==> src/rtl/elevator_scheduler.sv <==
// SCAN (collective-control) elevator scheduler: latches floor calls, picks the
// motor direction, sequences the door dwell and traps e-stop / sensor faults.
module elevator_scheduler #(
  parameter int N_FLOORS   = 4,
  parameter int DOOR_TICKS = 8
) (
  input  logic                clk,
  input  logic                rst_n,
  input  logic [N_FLOORS-1:0] call_req,
  input  logic [N_FLOORS-1:0] floor_sensor,
  input  logic                door_obstruct,
  input  logic                emergency_stop,
  output logic [1:0]          motor,
  output logic                door_open,
  output logic [2:0]          current_floor,
  output logic [2:0]          target_floor,
  output logic [N_FLOORS-1:0] pending,
  output logic                fault
);
  localparam int TW = $clog2(DOOR_TICKS + 1);
  localparam logic [TW-1:0] RELOAD = TW'(DOOR_TICKS);
  localparam logic [1:0] M_STOP = 2'b00;
  localparam logic [1:0] M_UP   = 2'b01;
  localparam logic [1:0] M_DOWN = 2'b10;

  typedef enum logic [2:0] {IDLE, MOVE_UP, MOVE_DOWN, DOOR_OPEN, ESTOP, FAULT} state_t;

  state_t              state, state_nx;
  logic [TW-1:0]       timer, timer_nx;
  logic                dir_up, dir_up_nx;
  logic [1:0]          motor_nx;
  logic                door_nx, fault_nx;
  logic [2:0]          floor_nx, target_nx;
  logic [N_FLOORS-1:0] pending_nx;

  logic                sensor_valid, sensor_multi;
  logic [2:0]          floor_now, near_up, near_dn;
  logic [N_FLOORS-1:0] cur_mask, calls_in, pend_all;
  logic                at_call, same_floor_call, enter_door;

  // Smallest pending floor strictly above f, or 0 when there is none.
  function automatic logic [2:0] nearest_above(input logic [N_FLOORS-1:0] p,
                                               input logic [2:0] f);
    logic [2:0] r;
    r = '0;
    for (int i = N_FLOORS; i >= 1; i--)
      if (i > int'(f) && p[i-1]) r = 3'(i);
    return r;
  endfunction

  function automatic logic [2:0] nearest_below(input logic [N_FLOORS-1:0] p,
                                               input logic [2:0] f);
    logic [2:0] r;
    r = '0;
    for (int i = 1; i <= N_FLOORS; i++)
      if (i < int'(f) && p[i-1]) r = 3'(i);
    return r;
  endfunction

  always_comb begin
    sensor_valid = $onehot(floor_sensor);
    sensor_multi = !$onehot0(floor_sensor);
    floor_now    = current_floor;
    for (int i = 0; i < N_FLOORS; i++)
      if (sensor_valid && floor_sensor[i]) floor_now = 3'(i + 1);
    cur_mask        = N_FLOORS'(1) << (current_floor - 3'd1);
    same_floor_call = |(call_req & cur_mask);
    // With the door already open, a call for this floor only extends the dwell.
    calls_in = call_req;
    if (state == DOOR_OPEN && !emergency_stop) calls_in = call_req & ~cur_mask;
    pend_all = pending | calls_in;
    at_call  = sensor_valid && |(pend_all & floor_sensor);
    near_up  = nearest_above(pend_all, floor_now);
    near_dn  = nearest_below(pend_all, floor_now);
  end

  always_comb begin
    state_nx   = state;
    motor_nx   = motor;
    door_nx    = door_open;
    timer_nx   = timer;
    dir_up_nx  = dir_up;
    target_nx  = target_floor;
    pending_nx = pend_all;
    fault_nx   = fault;
    floor_nx   = floor_now;
    enter_door = 1'b0;
    if (state == FAULT || sensor_multi) begin
      state_nx   = FAULT;
      motor_nx   = M_STOP;
      door_nx    = 1'b0;
      timer_nx   = '0;
      target_nx  = '0;
      fault_nx   = 1'b1;
      pending_nx = pending;
    end else if (emergency_stop) begin
      state_nx = ESTOP;
      motor_nx = M_STOP;
      door_nx  = 1'b0;
      timer_nx = '0;
    end else begin
      case (state)
        IDLE: begin
          if (at_call) begin
            enter_door = 1'b1;
            target_nx  = floor_now;
          end else if (near_up != 3'd0 && (dir_up || near_dn == 3'd0)) begin
            state_nx  = MOVE_UP;
            motor_nx  = M_UP;
            dir_up_nx = 1'b1;
            target_nx = near_up;
          end else if (near_dn != 3'd0) begin
            state_nx  = MOVE_DOWN;
            motor_nx  = M_DOWN;
            dir_up_nx = 1'b0;
            target_nx = near_dn;
          end else begin
            target_nx = '0;
          end
        end
        MOVE_UP: begin
          target_nx = near_up;
          if (at_call) begin
            enter_door = 1'b1;
          end else if (sensor_valid && floor_sensor[N_FLOORS-1]) begin
            state_nx = IDLE;
            motor_nx = M_STOP;
          end
        end
        MOVE_DOWN: begin
          target_nx = near_dn;
          if (at_call) begin
            enter_door = 1'b1;
          end else if (sensor_valid && floor_sensor[0]) begin
            state_nx = IDLE;
            motor_nx = M_STOP;
          end
        end
        DOOR_OPEN: begin
          if (door_obstruct || same_floor_call) begin
            timer_nx = RELOAD;
          end else if (timer <= TW'(1)) begin
            state_nx = IDLE;
            door_nx  = 1'b0;
            timer_nx = '0;
          end else begin
            timer_nx = timer - TW'(1);
          end
        end
        ESTOP: begin
          state_nx = IDLE;
          motor_nx = M_STOP;
        end
        default: ;
      endcase
      if (enter_door) begin
        state_nx   = DOOR_OPEN;
        motor_nx   = M_STOP;
        door_nx    = 1'b1;
        timer_nx   = RELOAD;
        pending_nx = pend_all & ~floor_sensor;
      end
    end
  end

  always_ff @(posedge clk or negedge rst_n) begin
    if (!rst_n) begin
      state         <= IDLE;
      motor         <= M_STOP;
      door_open     <= 1'b0;
      current_floor <= 3'd1;
      target_floor  <= '0;
      pending       <= '0;
      fault         <= 1'b0;
      dir_up        <= 1'b1;
      timer         <= '0;
    end else begin
      state         <= state_nx;
      motor         <= motor_nx;
      door_open     <= door_nx;
      current_floor <= floor_nx;
      target_floor  <= target_nx;
      pending       <= pending_nx;
      fault         <= fault_nx;
      dir_up        <= dir_up_nx;
      timer         <= timer_nx;
    end
  end
endmodule

==> config.mk <==
export PLATFORM = sky130hd
export DESIGN_NAME = elevator_scheduler
export DESIGN_NICKNAME = d
export VERILOG_FILES = /design/src/rtl/elevator_scheduler.sv
export SDC_FILE = /design/constraint.sdc
export NUM_CORES = 1
export LEC_CHECK = 0
export ABC_CLOCK_PERIOD_IN_PS = 3000
export BUFFER_PORTS_ARGS = -buffer_cell sky130_fd_sc_hd__buf_4
export CAP_MARGIN = 40
export CORE_MARGIN = 5
export CORE_UTILIZATION = 58
export DETAILED_ROUTE_END_ITERATION = 7
export PLACE_DENSITY = 0.86
export SLEW_MARGIN = 40
export SYNTH_ARGS = -nofsm -noshare
export SYNTH_HDL_FRONTEND = slang
export SYNTH_SLANG_ARGS = --single-unit
==> constraint.sdc <==
create_clock -name clk -period 3 [get_ports clk]
set_input_delay 0.75 -clock clk [delete_from_list [all_inputs] [get_ports clk]]
set_output_delay 0.75 -clock clk [all_outputs]
set_load 0.02 [all_outputs]
==> results by group, run 1 <==
Synth
  • Synthesis-stage register bit count: 22
  • Async SR Flop Fraction: 100.0%
  • Mapped Cells: 221
  • Sequential area share after synthesis: 28.93%
  • Synthesized area: 1912 sq um
  • Top FF cell, synth: dfrtp_1
  • Yosys cell types: 70
  • Mean area per synthesized cell: 8.651 sq um
  • Post-synth EDFFs: 0
  • Mapped Nets: 239
  • Yosys warns: 0

STA
  • Worst EP post-GRT repair: target_floor[2]$_DFFE_PN0P_/D
  • Kind of the worst endpoint: register data pin

Placed design
  • IO buf count: 25
  • DP HPWL: 4.618 mm
  • Placed Cells: 334
  • Placer Congestion: 0.9578
  • DP Area: 2551 sq um

Floorplan
  • Std-Cell Rows: 20
  • Initial Utilization: 61.61%
  • Die width: 67.42 um
  • Die H: 67.42 um
  • Boundary pin count: 26

Clock network
  • Htree depth: 1
  • Num CTS Buffers: 3
  • CTS root buf: clkbuf_4
  • CTS max path bufs: 2
  • Clock sink count: 22

Run status
  • Error: [ERROR GRT-0232] Routing congestion too high. Check the congestion heatmap in the GUI.
  • Last flow stage reached: global routing
  • Status: did not finish

Global routing
  • GRT Overall Usage: 77.04%
  • Grt total ovfl: 133
  • Largest net degree at the start of global routing: 23
==> cells in the mapped netlist (all sizes together) (3+ instances only) <==
| library cell | count | share of area [%] |
|---|---|---|
| a211oi | 3 | 1.7 |
| a21oi | 18 | 5.1 |
| a22oi | 3 | 1.2 |
| a31oi | 7 | 2.3 |
| and4bb | 3 | 2.0 |
| buf | 6 | 2.5 |
| clkbuf | 3 | 0.59 |
| dfrtp | 20 | 26 |
| ha | 5 | 3.3 |
| inv | 12 | 2.4 |
| mux2 | 3 | 2.2 |
| nand2 | 26 | 5.2 |
| nand2b | 7 | 2.3 |
| nand3 | 3 | 0.79 |
| nor2 | 18 | 3.5 |
| nor2b | 3 | 0.98 |
| nor4b | 3 | 2.2 |
| o21ai | 23 | 6.8 |
| o22ai | 5 | 2.0 |
| o31ai | 3 | 1.4 |
| or3 | 3 | 0.98 |
| or3b | 3 | 1.4 |
==> kinds of logic after synthesis <==
group | share of synthesized area, %
muxes | 2.683
AOI/OAI and AO/OA | 30.69
buffers and inverters | 5.431
and+or+nand+nor | 27.49
xor gates and xnor gates | 0.4582
DFF | 28.93
adders and majority gates | 4.319
==> per-stage QoR <==
step           utilization, %  setup WS, ns
2_1_floorplan               -       -0.6932
3_3_place_gp            82.22       -0.9408
3_5_place_dp            82.22        -1.063
4_1_cts                 94.72       -0.5979
==> repair_timing <==
action                                  4_1_cts
hold buffers                                  0
buffers inserted                             18
endpoints found under the setup margin       17
pin swaps                                    23
resized for setup                            47
==> per-layer routing <==
metal | track usage, % | GRT overflow
met4 | 95.70 | 70
met1 | 72.04 | 0
met3 | 59.57 | 1
met2 | 93.87 | 62
met5 | 5.000 | 0
==> inputs of run 2 (changes only) <==
Settings changed: CORE_UTILIZATION 58 to 40, PLACE_DENSITY 0.86 to not set, PLACE_DENSITY_LB_ADDON set to 0.15.
==> run 2 against run 1 <==
  * Synthesized area unchanged
  * Synthesized cell count unchanged
  * The flow now finishes, with violations (negative setup slack)
==> results by group, run 2 <==
Cells and area
  • Largest regs: pending: 4 flops, timer: 4 flops
  • Fillers: 415
  • Final core utilization: 59.23%
  • Area delta synth->final: 45.35%
  • Most frequent cells in the layout: buf_4 (79), nand2_1 (24), dfrtp_1 (20), nor2_1 (16), a21oi_1 (11)
  • Fin area: 2779 sq um
  • Fin nets: 317
  • Antenna cells: 0
  • Commonest non-fill, non-tap cell in the layout: buf_4
  • Final Instance Count excl. Fillers: 352
  • Share of cells above drive strength 1: 47.99%

Global routing
  • GRT Overall Usage: 18.72%
  • Largest net degree at the start of global routing: 23
  • First-pass GRT wire length: 9.397 mm
  • Vias in the first global route: 2021
  • Grt total ovfl: 0
  • Initial antenna violation count: 0

Setup path
  • CP Data Arrival Time: 3.73 ns
  • Crit path capture type: register
  • Startpoint Class: input port
  • Critical path required time: 3.16 ns
  • Critical-path maximum fanout: 8
  • CP Class: input port to register
  • Worst Reg2Reg Path Length in Cells: 8

Pwr
  • Leak pwr: 1.205 nW
  • P_int: 0.0009783 W
  • Sw frac: 37.99%
  • NetSw: 0.0005994 W
  • Power density over cell area: 567.8 nW/um^2
  • Logic pwr share: 59.7%
  • Reg power frac: 21.9%
  • Peak supply drop: 0.2693 mV
  • Clock power share: 18.4%

Floorplan
  • Initial Utilization: 40.75% (-21 points)
  • DIE AREA: 6262 sq um
  • Die width: 79.14 um (+17%)
  • Core Region: 4692 sq um
  • Boundary pin count: 26 (unchanged)
  • Std-Cell Rows: 25 (+25%)
  • Die H: 79.14 um (+17%)

Flow run
  • Max_cap viols: 0

Clock network
  • CTS root buf: clkbuf_8
  • CTS max path bufs: 2 (unchanged)
  • Clock sink count: 22 (unchanged)
  • # hold bufs at CTS: 0 (unchanged)
  • Num CTS Buffers: 3 (unchanged)
  • Htree depth: 1 (unchanged)
  • CTS tree: built
  • Worst skew pair latency: 0.27 ns
  • Worst-path clk slew: 0.09 ns

Detailed routing
  • Metal2 WL: 2.913 mm
  • M1 WL: 2.343 mm
  • Uppermost layer routed: met4
  • Drt pass-1 iters: 4
  • Metal3 WL: 187 um
  • Routed WL: 5.555 mm
  • 1st-iter DRT viols: 92
  • DR vias/cell: 5.690
  • DRC: 0
  • WL per Instance: 15.78 um
  • Routed Antenna Nets: 0
  • Via count: 2003

Synth
  • Mapped Cells: 221 (unchanged)
  • Top cells by area, synth: dfrtp_1 (26%), nand2_1 (4.9%), a21oi_1 (4.2%)
  • Yosys warns: 0 (unchanged)
  • Yosys cell types: 70 (unchanged)
  • Synthesized area: 1912 sq um (unchanged)
  • Mean area per synthesized cell: 8.651 sq um (unchanged)
  • Mapped Nets: 239 (unchanged)
  • Post-synth EDFFs: 0 (unchanged)
  • Synth area leader: dfrtp_1
  • Top-area cell type share of the netlist area: 26.18% (unchanged)
  • Top cells by count, synth: nand2_1 (25), dfrtp_1 (20), nor2_1 (18)
  • Synthesis-stage register bit count: 22 (unchanged)
  • Count leader, synth: nand2_1
  • Async SR Flop Fraction: 100.0% (unchanged)
  • Top FF cell, synth: dfrtp_1
  • Sequential area share after synthesis: 28.93% (unchanged)

Run status
  • Status: finished, violations left
  • Failing checks: negative setup slack

STA
  • Worst-Margin Slew: 0.4960 ns
  • Final hold violations: 0
  • Clock skew: 0.001724 ns
  • RSZ-0062 raised after global routing: yes
  • F_max: 280.6 MHz
  • Worst slew margin: 66.49%
  • Final setup fails: 17
  • Max-slew violations: 0
  • Fin crit share: 118.8%
  • Setup ws final: -0.5633 ns
  • Setup TNS: -6.308 ns
  • Clock period minus worst slack: 3.563 ns

Placed design
  • Placer Congestion: 0.9112 (-4.9%)
  • Placed Cells: 346 (+3.6%)
  • DP HPWL: 4.263 mm (-7.7%)
  • DP Area: 2579 sq um (+1.1%)
  • IO buf count: 25 (unchanged)
  • Pre-CTS WS: -1.005 ns (+0.05848 ns)

Hold path
  • Hold Path Class: input port to asynchronous set/reset pin
-- run 2: logic make-up after synthesis --
group                      after synthesis  share of synthesized area, %
AOI/OAI and AO/OA                       80                         30.69
xor gates and xnor gates                 1                        0.4582
adders and majority gates                6                         4.319
buffers and inverters                   21                         5.431
DFF                                     22                         28.93
muxes                                    4                         2.683
and+or+nand+nor                         87                         27.49
-- run 2: what timing repair did --
| item | 4_1_cts | 5_1_grt |
|---|---|---|
| pin swaps | 2 | 4 |
| gates cloned | 0 | 0 |
| endpoints found under the setup margin | 17 | 17 |
| resized for setup | 13 | 16 |
| setup buffers | 2 | 0 |
-- run 2: worst paths after layout --
check / from / end / slack [ns]
max: floor_sensor[1] / motor[1] / -0.56
min: rst_n / pending[0] / 0.35
max reg2reg: current_floor[0] / motor[1] / 0.43
min reg2reg: target_floor[2] / target_floor[2] / 0.48
max in group asynchronous: rst_n / dir_up / 2.36
min in group clk: target_floor[2] / target_floor[2] / 0.48
-- run 2: power by group through the flow --
| stage | logic (W) | clock network (W) | registers (W) |
|---|---|---|---|
| after global placement | 0.000825 | 0 | 0.000350 |
| after detailed placement | 0.000827 | 0 | 0.000351 |
| final | 0.000942 | 0.000290 | 0.000346 |
| after CTS | 0.000874 | 0.000297 | 0.000345 |
| after global routing | 0.00101 | 0.000311 | 0.000351 |
| after floorplan | 0.000469 | 0 | 0.000371 |
-- run 2: cell type report --
cell class	instances	area (sq um)	area share (%)
clock inverters	1	30.03	1.081
multi-input cells	178	1404	50.52
well taps	54	67.56	2.431
inverters	12	52.55	1.891
repair buffers	82	630.6	22.69
clock buffers	3	41.29	1.486
flip-flops and latches	22	553.0	19.90
-- run 2: layer usage --
layer | up-vias | global-route usage [%]
li1 | 969 | -
met1 | 972 | 23.24
met2 | 52 | 33.25
met3 | 10 | 1.361
met4 | 0 | 7.732
met5 | - | 0
-- run 2: worst max-delay path, cell delays in order --
cell,delay [ns]
buf_8,0.09
inv_8,0.03
fa_1,0.52
inv_1,0.04
ha_2,0.18
inv_2,0.07
ha_4,0.20
or3b_4,0.46
a211oi_4,0.29
inv_2,0.10
o211a_4,0.16
nor4_4,0.31
a21oi_2,0.12
nand2_2,0.11
mux2_4,0.29
-- run 2: through the flow --
stage / hold slack [ns] / total power (W)
after floorplan: 0.4544 / 0.0008400
after global placement: 0.4537 / 0.001175
after detailed placement: 0.4579 / 0.001178
after CTS: 0.3631 / 0.001517
after global routing: 0.3754 / 0.001676
final: 0.3521 / 0.001578
Note: power is estimated with default switching activity, not from simulation.
